<file path="src/rtl/aq_axis_reduce_pkg.sv">
// Shared definitions for the aq_axis_reduce configuration sequencer:
// register map, sequencer state encoding and fixed AXI4-Lite attributes.
package aq_axis_reduce_pkg;

   localparam logic [31:0] REG_ORG_X = 32'h0000_0000;
   localparam logic [31:0] REG_ORG_Y = 32'h0000_0004;
   localparam logic [31:0] REG_CNV_X = 32'h0000_0008;
   localparam logic [31:0] REG_CNV_Y = 32'h0000_000C;

   localparam logic [3:0] AXI_AWCACHE = 4'b0011;
   localparam logic [2:0] AXI_AWPROT  = 3'b000;
   localparam logic [3:0] AXI_WSTRB   = 4'hF;
   localparam logic [1:0] RESP_OKAY   = 2'b00;

   typedef enum logic [1:0] {
      ST_IDLE  = 2'd0,
      ST_WADDR = 2'd1,
      ST_WRESP = 2'd2,
      ST_SYNC  = 2'd3
   } seq_state_t;

   // Register offset for write number idx of a configuration sequence.
   function automatic logic [31:0] reg_offset(input logic [1:0] idx);
      case (idx)
         2'd0:    reg_offset = REG_ORG_X;
         2'd1:    reg_offset = REG_ORG_Y;
         2'd2:    reg_offset = REG_CNV_X;
         default: reg_offset = REG_CNV_Y;
      endcase
   endfunction

endpackage

</file>
<file path="src/rtl/aq_axis_reduce_cfg_seq_if.sv">
// AXI4-Lite write-only channel bundle between the sequencer and the
// aq_axis_reduce register slave.
interface aq_axis_reduce_cfg_seq_if;

   logic [31:0] awaddr;
   logic [3:0]  awcache;
   logic [2:0]  awprot;
   logic        awvalid;
   logic        awready;
   logic [31:0] wdata;
   logic [3:0]  wstrb;
   logic        wvalid;
   logic        wready;
   logic        bvalid;
   logic        bready;
   logic [1:0]  bresp;

   modport master (
      output awaddr, awcache, awprot, awvalid,
      input  awready,
      output wdata, wstrb, wvalid,
      input  wready,
      input  bvalid, bresp,
      output bready
   );

   modport slave (
      input  awaddr, awcache, awprot, awvalid,
      output awready,
      input  wdata, wstrb, wvalid,
      output wready,
      output bvalid, bresp,
      input  bready
   );

endinterface

</file>
<file path="src/rtl/aq_axilm_wr_single.sv">
// Single AXI4-Lite write engine: one start pulse issues AW and W together,
// each channel retires on its own handshake, then the B response is taken.
module aq_axilm_wr_single
   import aq_axis_reduce_pkg::*;
(
   input  logic        clk,
   input  logic        rst_n,
   input  logic        start,
   input  logic [31:0] addr,
   input  logic [31:0] data,
   output logic        addr_done,
   output logic        done,
   output logic [1:0]  resp,
   aq_axis_reduce_cfg_seq_if.master axi
);

   logic [31:0] awaddr_q;
   logic [31:0] wdata_q;
   logic        awvalid_q;
   logic        wvalid_q;
   logic        bready_q;
   logic        aw_hs;
   logic        w_hs;

   assign aw_hs = awvalid_q & axi.awready;
   assign w_hs  = wvalid_q & axi.wready;

   // Address phase ends in the cycle where the last outstanding channel handshakes.
   assign addr_done = (awvalid_q | wvalid_q)
                    & (~awvalid_q | axi.awready)
                    & (~wvalid_q | axi.wready);
   assign done      = bready_q & axi.bvalid;
   assign resp      = axi.bresp;

   // Channel valids, held payload and response-ready sequencing.
   always_ff @(posedge clk or negedge rst_n) begin
      if (!rst_n) begin
         awaddr_q  <= '0;
         wdata_q   <= '0;
         awvalid_q <= 1'b0;
         wvalid_q  <= 1'b0;
         bready_q  <= 1'b0;
      end else begin
         if (start) begin
            awvalid_q <= 1'b1;
            wvalid_q  <= 1'b1;
            awaddr_q  <= addr;
            wdata_q   <= data;
         end else begin
            if (aw_hs) awvalid_q <= 1'b0;
            if (w_hs)  wvalid_q  <= 1'b0;
         end
         if (addr_done)  bready_q <= 1'b1;
         else if (done)  bready_q <= 1'b0;
      end
   end

   assign axi.awaddr  = awaddr_q;
   assign axi.awcache = AXI_AWCACHE;
   assign axi.awprot  = AXI_AWPROT;
   assign axi.awvalid = awvalid_q;
   assign axi.wdata   = wdata_q;
   assign axi.wstrb   = AXI_WSTRB;
   assign axi.wvalid  = wvalid_q;
   assign axi.bready  = bready_q;

endmodule

</file>
<file path="src/rtl/aq_axis_reduce_cfg_seq.sv">
// Frame-synchronous configuration sequencer: staged dimensions are written
// to aq_axis_reduce at the next frame sync, and only then is the sync passed on.
module aq_axis_reduce_cfg_seq
   import aq_axis_reduce_pkg::*;
#(
   parameter logic [31:0] BASE_ADDR = 32'h0000_0000,
   parameter int          CW        = 16
) (
   input  logic          ACLK,
   input  logic          ARESETN,
   input  logic [CW-1:0] CFG_ORG_X,
   input  logic [CW-1:0] CFG_ORG_Y,
   input  logic [CW-1:0] CFG_CNV_X,
   input  logic [CW-1:0] CFG_CNV_Y,
   input  logic          CFG_UPDATE,
   input  logic          FSYNC_IN,
   output logic          FSYNC_OUT,
   output logic          BUSY,
   output logic          ERR,
   output logic          OVERRUN,
   aq_axis_reduce_cfg_seq_if.master m_axi
);

   seq_state_t    state;
   seq_state_t    state_next;
   logic [1:0]    idx;
   logic [1:0]    start_idx;
   logic          start;
   logic          addr_done;
   logic          wr_done;
   logic [1:0]    wr_resp;
   logic [CW-1:0] cfg_in  [4];
   logic [CW-1:0] pending [4];
   logic [CW-1:0] active  [4];
   logic [CW-1:0] start_val;
   logic [31:0]   start_addr;
   logic [31:0]   start_data;
   logic          dirty;
   logic          take_frame;
   logic          fsync_pass;
   logic          err_q;
   logic          overrun_q;

   assign cfg_in[0] = CFG_ORG_X;
   assign cfg_in[1] = CFG_ORG_Y;
   assign cfg_in[2] = CFG_CNV_X;
   assign cfg_in[3] = CFG_CNV_Y;

   assign take_frame = (state == ST_IDLE) & FSYNC_IN & dirty;

   // The first write reads pending directly because active is loaded on that same edge.
   assign start_val  = (state == ST_IDLE) ? pending[start_idx] : active[start_idx];
   assign start_data = 32'(start_val);
   assign start_addr = BASE_ADDR + reg_offset(start_idx);

   // Next-state decode; start launches a write on the edge that enters WADDR.
   always_comb begin
      state_next = state;
      start      = 1'b0;
      start_idx  = idx;
      case (state)
         ST_IDLE: begin
            if (take_frame) begin
               state_next = ST_WADDR;
               start      = 1'b1;
               start_idx  = 2'd0;
            end
         end
         ST_WADDR: begin
            if (addr_done) state_next = ST_WRESP;
         end
         ST_WRESP: begin
            if (wr_done) begin
               if (idx == 2'd3) begin
                  state_next = ST_SYNC;
               end else begin
                  state_next = ST_WADDR;
                  start      = 1'b1;
                  start_idx  = idx + 2'd1;
               end
            end
         end
         ST_SYNC:  state_next = ST_IDLE;
         default:  state_next = ST_IDLE;
      endcase
   end

   // Sequencer state register.
   always_ff @(posedge ACLK or negedge ARESETN) begin
      if (!ARESETN) state <= ST_IDLE;
      else          state <= state_next;
   end

   // Index of the register currently being written.
   always_ff @(posedge ACLK or negedge ARESETN) begin
      if (!ARESETN)   idx <= 2'd0;
      else if (start) idx <= start_idx;
   end

   // Pending/active geometry sets; a same-cycle update lands in pending after the copy.
   always_ff @(posedge ACLK or negedge ARESETN) begin
      if (!ARESETN) begin
         for (int i = 0; i < 4; i++) begin
            pending[i] <= '0;
            active[i]  <= '0;
         end
         dirty <= 1'b0;
      end else begin
         if (take_frame) active <= pending;
         if (CFG_UPDATE) begin
            pending <= cfg_in;
            dirty   <= 1'b1;
         end else if (take_frame) begin
            dirty   <= 1'b0;
         end
      end
   end

   // Frame sync with nothing to program is forwarded one cycle later.
   always_ff @(posedge ACLK or negedge ARESETN) begin
      if (!ARESETN) fsync_pass <= 1'b0;
      else          fsync_pass <= (state == ST_IDLE) & FSYNC_IN & ~dirty;
   end

   // Sticky status flags; setting takes priority over the CFG_UPDATE clear.
   always_ff @(posedge ACLK or negedge ARESETN) begin
      if (!ARESETN) begin
         err_q     <= 1'b0;
         overrun_q <= 1'b0;
      end else begin
         if (wr_done && (wr_resp != RESP_OKAY)) err_q <= 1'b1;
         else if (CFG_UPDATE)                   err_q <= 1'b0;
         if (FSYNC_IN && (state != ST_IDLE))    overrun_q <= 1'b1;
         else if (CFG_UPDATE)                   overrun_q <= 1'b0;
      end
   end

   aq_axilm_wr_single u_wr (
      .clk       (ACLK),
      .rst_n     (ARESETN),
      .start     (start),
      .addr      (start_addr),
      .data      (start_data),
      .addr_done (addr_done),
      .done      (wr_done),
      .resp      (wr_resp),
      .axi       (m_axi)
   );

   assign FSYNC_OUT = fsync_pass | (state == ST_SYNC);
   assign BUSY      = (state != ST_IDLE);
   assign ERR       = err_q;
   assign OVERRUN   = overrun_q;

endmodule

</file>
<file path="src/flat_wrapper.sv">
// flat-port wrapper written by rule: the top's interface ports become plain ports
module aq_axis_reduce_cfg_seq_flat import aq_axis_reduce_pkg::*;
#(
   parameter logic [31:0] BASE_ADDR = 32'h0000_0000,
   parameter int          CW        = 16
)
  (ACLK, ARESETN, CFG_ORG_X, CFG_ORG_Y, CFG_CNV_X, CFG_CNV_Y, CFG_UPDATE, FSYNC_IN, FSYNC_OUT, BUSY, ERR, OVERRUN, m_axi_awaddr, m_axi_awcache, m_axi_awprot, m_axi_awvalid, m_axi_awready, m_axi_wdata, m_axi_wstrb, m_axi_wvalid, m_axi_wready, m_axi_bvalid, m_axi_bresp, m_axi_bready);
  aq_axis_reduce_cfg_seq_if m_axi_i ();
  input  logic ACLK;
  input  logic ARESETN;
  input  logic [CW-1:0] CFG_ORG_X;
  input  logic [CW-1:0] CFG_ORG_Y;
  input  logic [CW-1:0] CFG_CNV_X;
  input  logic [CW-1:0] CFG_CNV_Y;
  input  logic CFG_UPDATE;
  input  logic FSYNC_IN;
  output logic FSYNC_OUT;
  output logic BUSY;
  output logic ERR;
  output logic OVERRUN;
  output wire logic [$bits(m_axi_i.awaddr)-1:0] m_axi_awaddr;
  output wire logic [$bits(m_axi_i.awcache)-1:0] m_axi_awcache;
  output wire logic [$bits(m_axi_i.awprot)-1:0] m_axi_awprot;
  output wire logic [$bits(m_axi_i.awvalid)-1:0] m_axi_awvalid;
  input wire logic [$bits(m_axi_i.awready)-1:0] m_axi_awready;
  output wire logic [$bits(m_axi_i.wdata)-1:0] m_axi_wdata;
  output wire logic [$bits(m_axi_i.wstrb)-1:0] m_axi_wstrb;
  output wire logic [$bits(m_axi_i.wvalid)-1:0] m_axi_wvalid;
  input wire logic [$bits(m_axi_i.wready)-1:0] m_axi_wready;
  input wire logic [$bits(m_axi_i.bvalid)-1:0] m_axi_bvalid;
  input wire logic [$bits(m_axi_i.bresp)-1:0] m_axi_bresp;
  output wire logic [$bits(m_axi_i.bready)-1:0] m_axi_bready;
  assign m_axi_awaddr = m_axi_i.awaddr;
  assign m_axi_awcache = m_axi_i.awcache;
  assign m_axi_awprot = m_axi_i.awprot;
  assign m_axi_awvalid = m_axi_i.awvalid;
  assign m_axi_i.awready = m_axi_awready;
  assign m_axi_wdata = m_axi_i.wdata;
  assign m_axi_wstrb = m_axi_i.wstrb;
  assign m_axi_wvalid = m_axi_i.wvalid;
  assign m_axi_i.wready = m_axi_wready;
  assign m_axi_i.bvalid = m_axi_bvalid;
  assign m_axi_i.bresp = m_axi_bresp;
  assign m_axi_bready = m_axi_i.bready;
  aq_axis_reduce_cfg_seq #(.BASE_ADDR(BASE_ADDR), .CW(CW)) u_core (.ACLK(ACLK), .ARESETN(ARESETN), .CFG_ORG_X(CFG_ORG_X), .CFG_ORG_Y(CFG_ORG_Y), .CFG_CNV_X(CFG_CNV_X), .CFG_CNV_Y(CFG_CNV_Y), .CFG_UPDATE(CFG_UPDATE), .FSYNC_IN(FSYNC_IN), .FSYNC_OUT(FSYNC_OUT), .BUSY(BUSY), .ERR(ERR), .OVERRUN(OVERRUN), .m_axi(m_axi_i));
endmodule
</file>
<file path="config.mk">
export PLATFORM = sky130hd
export DESIGN_NAME = aq_axis_reduce_cfg_seq_flat
export DESIGN_NICKNAME = d
export VERILOG_FILES = /design/src/rtl/aq_axis_reduce_pkg.sv /design/src/rtl/aq_axis_reduce_cfg_seq_if.sv /design/src/rtl/aq_axilm_wr_single.sv /design/src/rtl/aq_axis_reduce_cfg_seq.sv /design/src/flat_wrapper.sv
export SDC_FILE = /design/constraint.sdc
export NUM_CORES = 1
export LEC_CHECK = 0
export CORE_MARGIN = 8
export CORE_UTILIZATION = 58
export DETAILED_ROUTE_END_ITERATION = 8
export PLACE_DENSITY = 0.86
export RECOVER_POWER = 25
export SLEW_MARGIN = 10
export SYNTH_ARGS = -nofsm -noshare
export SYNTH_HDL_FRONTEND = slang
export SYNTH_HIERARCHICAL = 1
export SYNTH_SLANG_ARGS = --single-unit
</file>
<file path="constraint.sdc">
create_clock -name ACLK -period 4.2 [get_ports ACLK]
set_input_delay 0.84 -clock ACLK [delete_from_list [all_inputs] [get_ports ACLK]]
set_output_delay 0.84 -clock ACLK [all_outputs]
set_load 0.05 [all_outputs]
</file>
==> results.json <==
{
  "status": "finished with violations",
  "failed_checks": "capacitance limit, slew limit",
  "synthesis.instances": 652,
  "synth_edf_count": 0,
  "irDropWorstVdd_uv": 495,
  "post_cts_resized": 0,
  "antenna_found_initial": 1,
  "dieArea_mm2": 0.0199,
  "cp_max_fo": 8,
  "rows": 45,
  "synth_seq_area_share": 0.560,
  "wl_um": 21600,
  "clock-skew-final_ns": 0.0207,
  "max_slew.worst_pin.slew_ns": 2.99,
  "dr.pass1.iters": 5,
  "hold_class": "flop to flop",
  "setup_viol": 0,
  "fmax_ghz": 0.325,
  "timing.slew.headroom": -0.992,
  "clkTransAtPathRegs_ns": 0.06,
  "synthTopCellsByArea": "dfrtp_1 56%, mux2_2 19%, mux2_4 6.3%",
  "antenna_cells": 0,
  "die_y_um": 141,
  "routedWlPerCell_um": 20.7,
  "numPortBuffers": 143,
  "clk-insertion-delay-late_ns": 0.50,
  "cts_tree": "yes",
  "final_antenna_net_count": 0,
  "clockBufferDepth": 3,
  "synth_ff_type": "dfrtp_1",
  "synth_seq_cells": 203,
  "cap_violations": 1,
  "nets": 894,
  "global_route.usage.total": 0.215,
  "holdCritStartpoint": "u_core/dirty",
  "postCtsSetupRepairBufs": 0,
  "grt_pass1_vias": 6375,
  "grt_setup_unrepaired": "false",
  "finalSetupTns_ns": 0,
  "critPathArrivalTime_ns": 2.24,
  "start_util": 0.595,
  "ys_types": 39,
  "postSynthAreaPerCell_um2": 13.9,
  "cts_max_level": 1,
  "start_kind": "flop",
  "slew_violations": 124,
  "power_leakage_nw": 4.87,
  "place.gp.congestion": 0.800,
  "synth_top_cell_area_share": 0.560,
  "fill_cells": 957,
  "hold_viol_final": 0,
  "drt_iter0_drc": 439,
  "overflow": 0,
  "yosys-top-cells-count": "203 x dfrtp_1, 154 x mux2_2, 48 x a211oi_1, 48 x and3_1, 38 x mux2_4",
  "viasPerCell": 5.75,
  "netlist_area_mm2": 0.00908,
  "power.density_mw_per_mm2": 814,
  "clock-root-buffer": "clkbuf_16",
  "drive_gt1_frac": 0.318,
  "ioPinCount": 155,
  "die_w_um": 141,
  "fin_crit_sh": 0.733,
  "reg2reg_from": "u_core/u_wr/axi.bready",
  "cts.sinks": 203,
  "vias": 5992,
  "grt_first_pass_wirelength_um": 34300,
  "crit_required_ns": 3.36,
  "finalCriticalPeriod_ns": 3.08,
  "setup.worst_path.class": "flop to primary output",
  "core_mm2": 0.0153,
  "syn_to_final_growth_pct": 24.6,
  "async_flop_share": 1.00,
  "endpoint_kind": "primary output",
  "cts_hold_buffers": 0,
  "synth.most_common_cell": "dfrtp_1",
  "dp_hpwl_um": 14200,
  "yosysTopAreaCell": "dfrtp_1",
  "critPathLaunch": "u_core/state[0]",
  "ys_warn_count": 6,
  "grt_max_degree": 125,
  "drc": 0,
  "hold_slack_ns": 0.478,
  "cts_buffers": 21
}
[power by group]
group | internal, mW | switching [mW] | leakage, nW
sequential | 2.70 | 0.482 | 2.39
clock | 1.02 | 0.725 | 0.317
combinational | 1.82 | 2.46 | 2.16
[state kept, by name, indices dropped and copies added (netlist names)]
name,flops
u_core/u_wr/axi.awvalid,1
u_core/u_wr/axi.bready,1
u_core/u_wr/axi.wdata,32
u_core/idx,2
u_core/u_wr/axi.wvalid,1
u_core/OVERRUN,1
u_core/state,2
u_core/dirty,1
u_core/active,64
u_core/fsync_pass,1
u_core/ERR,1
u_core/pending,64
u_core/u_wr/axi.awaddr,32
[cell type report]
class	instances	area, um^2	share of cell area
repair buffers	152	1500	0.133
clock buffers	26	574	0.0508
inverters	5	18.8	0.00166
flip-flops and latches	203	5080	0.449
clock inverters	7	66.3	0.00586
well taps	211	264	0.0233
multi-input cells	438	3800	0.336
[stage by stage]
step           setup slack (ns)  cell area, um^2  power, mW  cells   util
2_1_floorplan              1.67             9280       6.24    706      -
3_3_place_gp              0.834            10700       7.28   1009  0.700
3_5_place_dp              0.731            10700       7.46   1009  0.700
4_1_cts                    1.11            11300       9.26   1042  0.742
5_1_grt                   0.553            11300       9.62   1042  0.741
6_report                   1.12            11300       9.21   1042  0.741
[cells in the final DEF, fill, tap and decap left out, types with 2 or more instances in the layout]
| master | netlist | layout |
|---|---|---|
| a31o_2 | 17 | 16 |
| clkbuf_8 | 0 | 3 |
| or2_2 | 3 | 3 |
| dfrtp_1 | 203 | 203 |
| clkbuf_16 | 0 | 21 |
| nor2_1 | 6 | 6 |
| inv_1 | 4 | 4 |
| buf_4 | 17 | 8 |
| nor4_1 | 15 | 15 |
| a21oi_1 | 16 | 16 |
| mux2_4 | 38 | 38 |
| conb_1 | 3 | 57 |
| a211oi_1 | 48 | 48 |
| nand2_1 | 12 | 12 |
| clkinv_2 | 0 | 4 |
| o21ai_0 | 3 | 3 |
| clkdlybuf4s50_1 | 0 | 141 |
| clkbuf_1 | 16 | 2 |
| and3_1 | 48 | 48 |
| mux2_2 | 154 | 154 |
| a21oi_2 | 3 | 3 |
| nor2b_1 | 2 | 2 |
[cells by family (layout without fill, tap and decap cells)]
| group | count (synthesis) | in the layout | synth area share |
|---|---|---|---|
| buf+inv | 65 | 190 | 0.0460 |
| flops | 203 | 203 | 0.560 |
| other cells | 3 | 57 | 0.00124 |
| simple gates | 94 | 94 | 0.0616 |
| compound gates | 95 | 95 | 0.0777 |
| mux | 192 | 192 | 0.254 |
[metal layers]
metal	part of all wire	global-route usage	wire length (um)
met1	0.39	0.265	8440
met2	0.50	0.356	10800
met3	0.079	0.0473	1700
met4	0.032	0.0973	701
met5	0.00056	0	12
[worst max-delay path, cell delays in order (launching register included)]
cell	delay, ns
dfrtp_1	0.59
nor2_1	0.17
inv_2	0.15
clkdlybuf4s50_1	0.83
[worst paths after layout]
path / cells after the start / slack [ns] / endpoint
max: 3 / 1.12 / BUSY
min: 1 / 0.48 / u_core/fsync_pass
max reg2reg: 8 / 1.58 / u_core/u_wr/axi.wdata[1]
min reg2reg: 1 / 0.48 / u_core/fsync_pass
max in group asynchronous: 1 / 1.17 / u_core/pending[61]
min in group asynchronous: 1 / 1.32 / u_core/u_wr/axi.wdata[24]
Power figures use the tool's default switching activity.
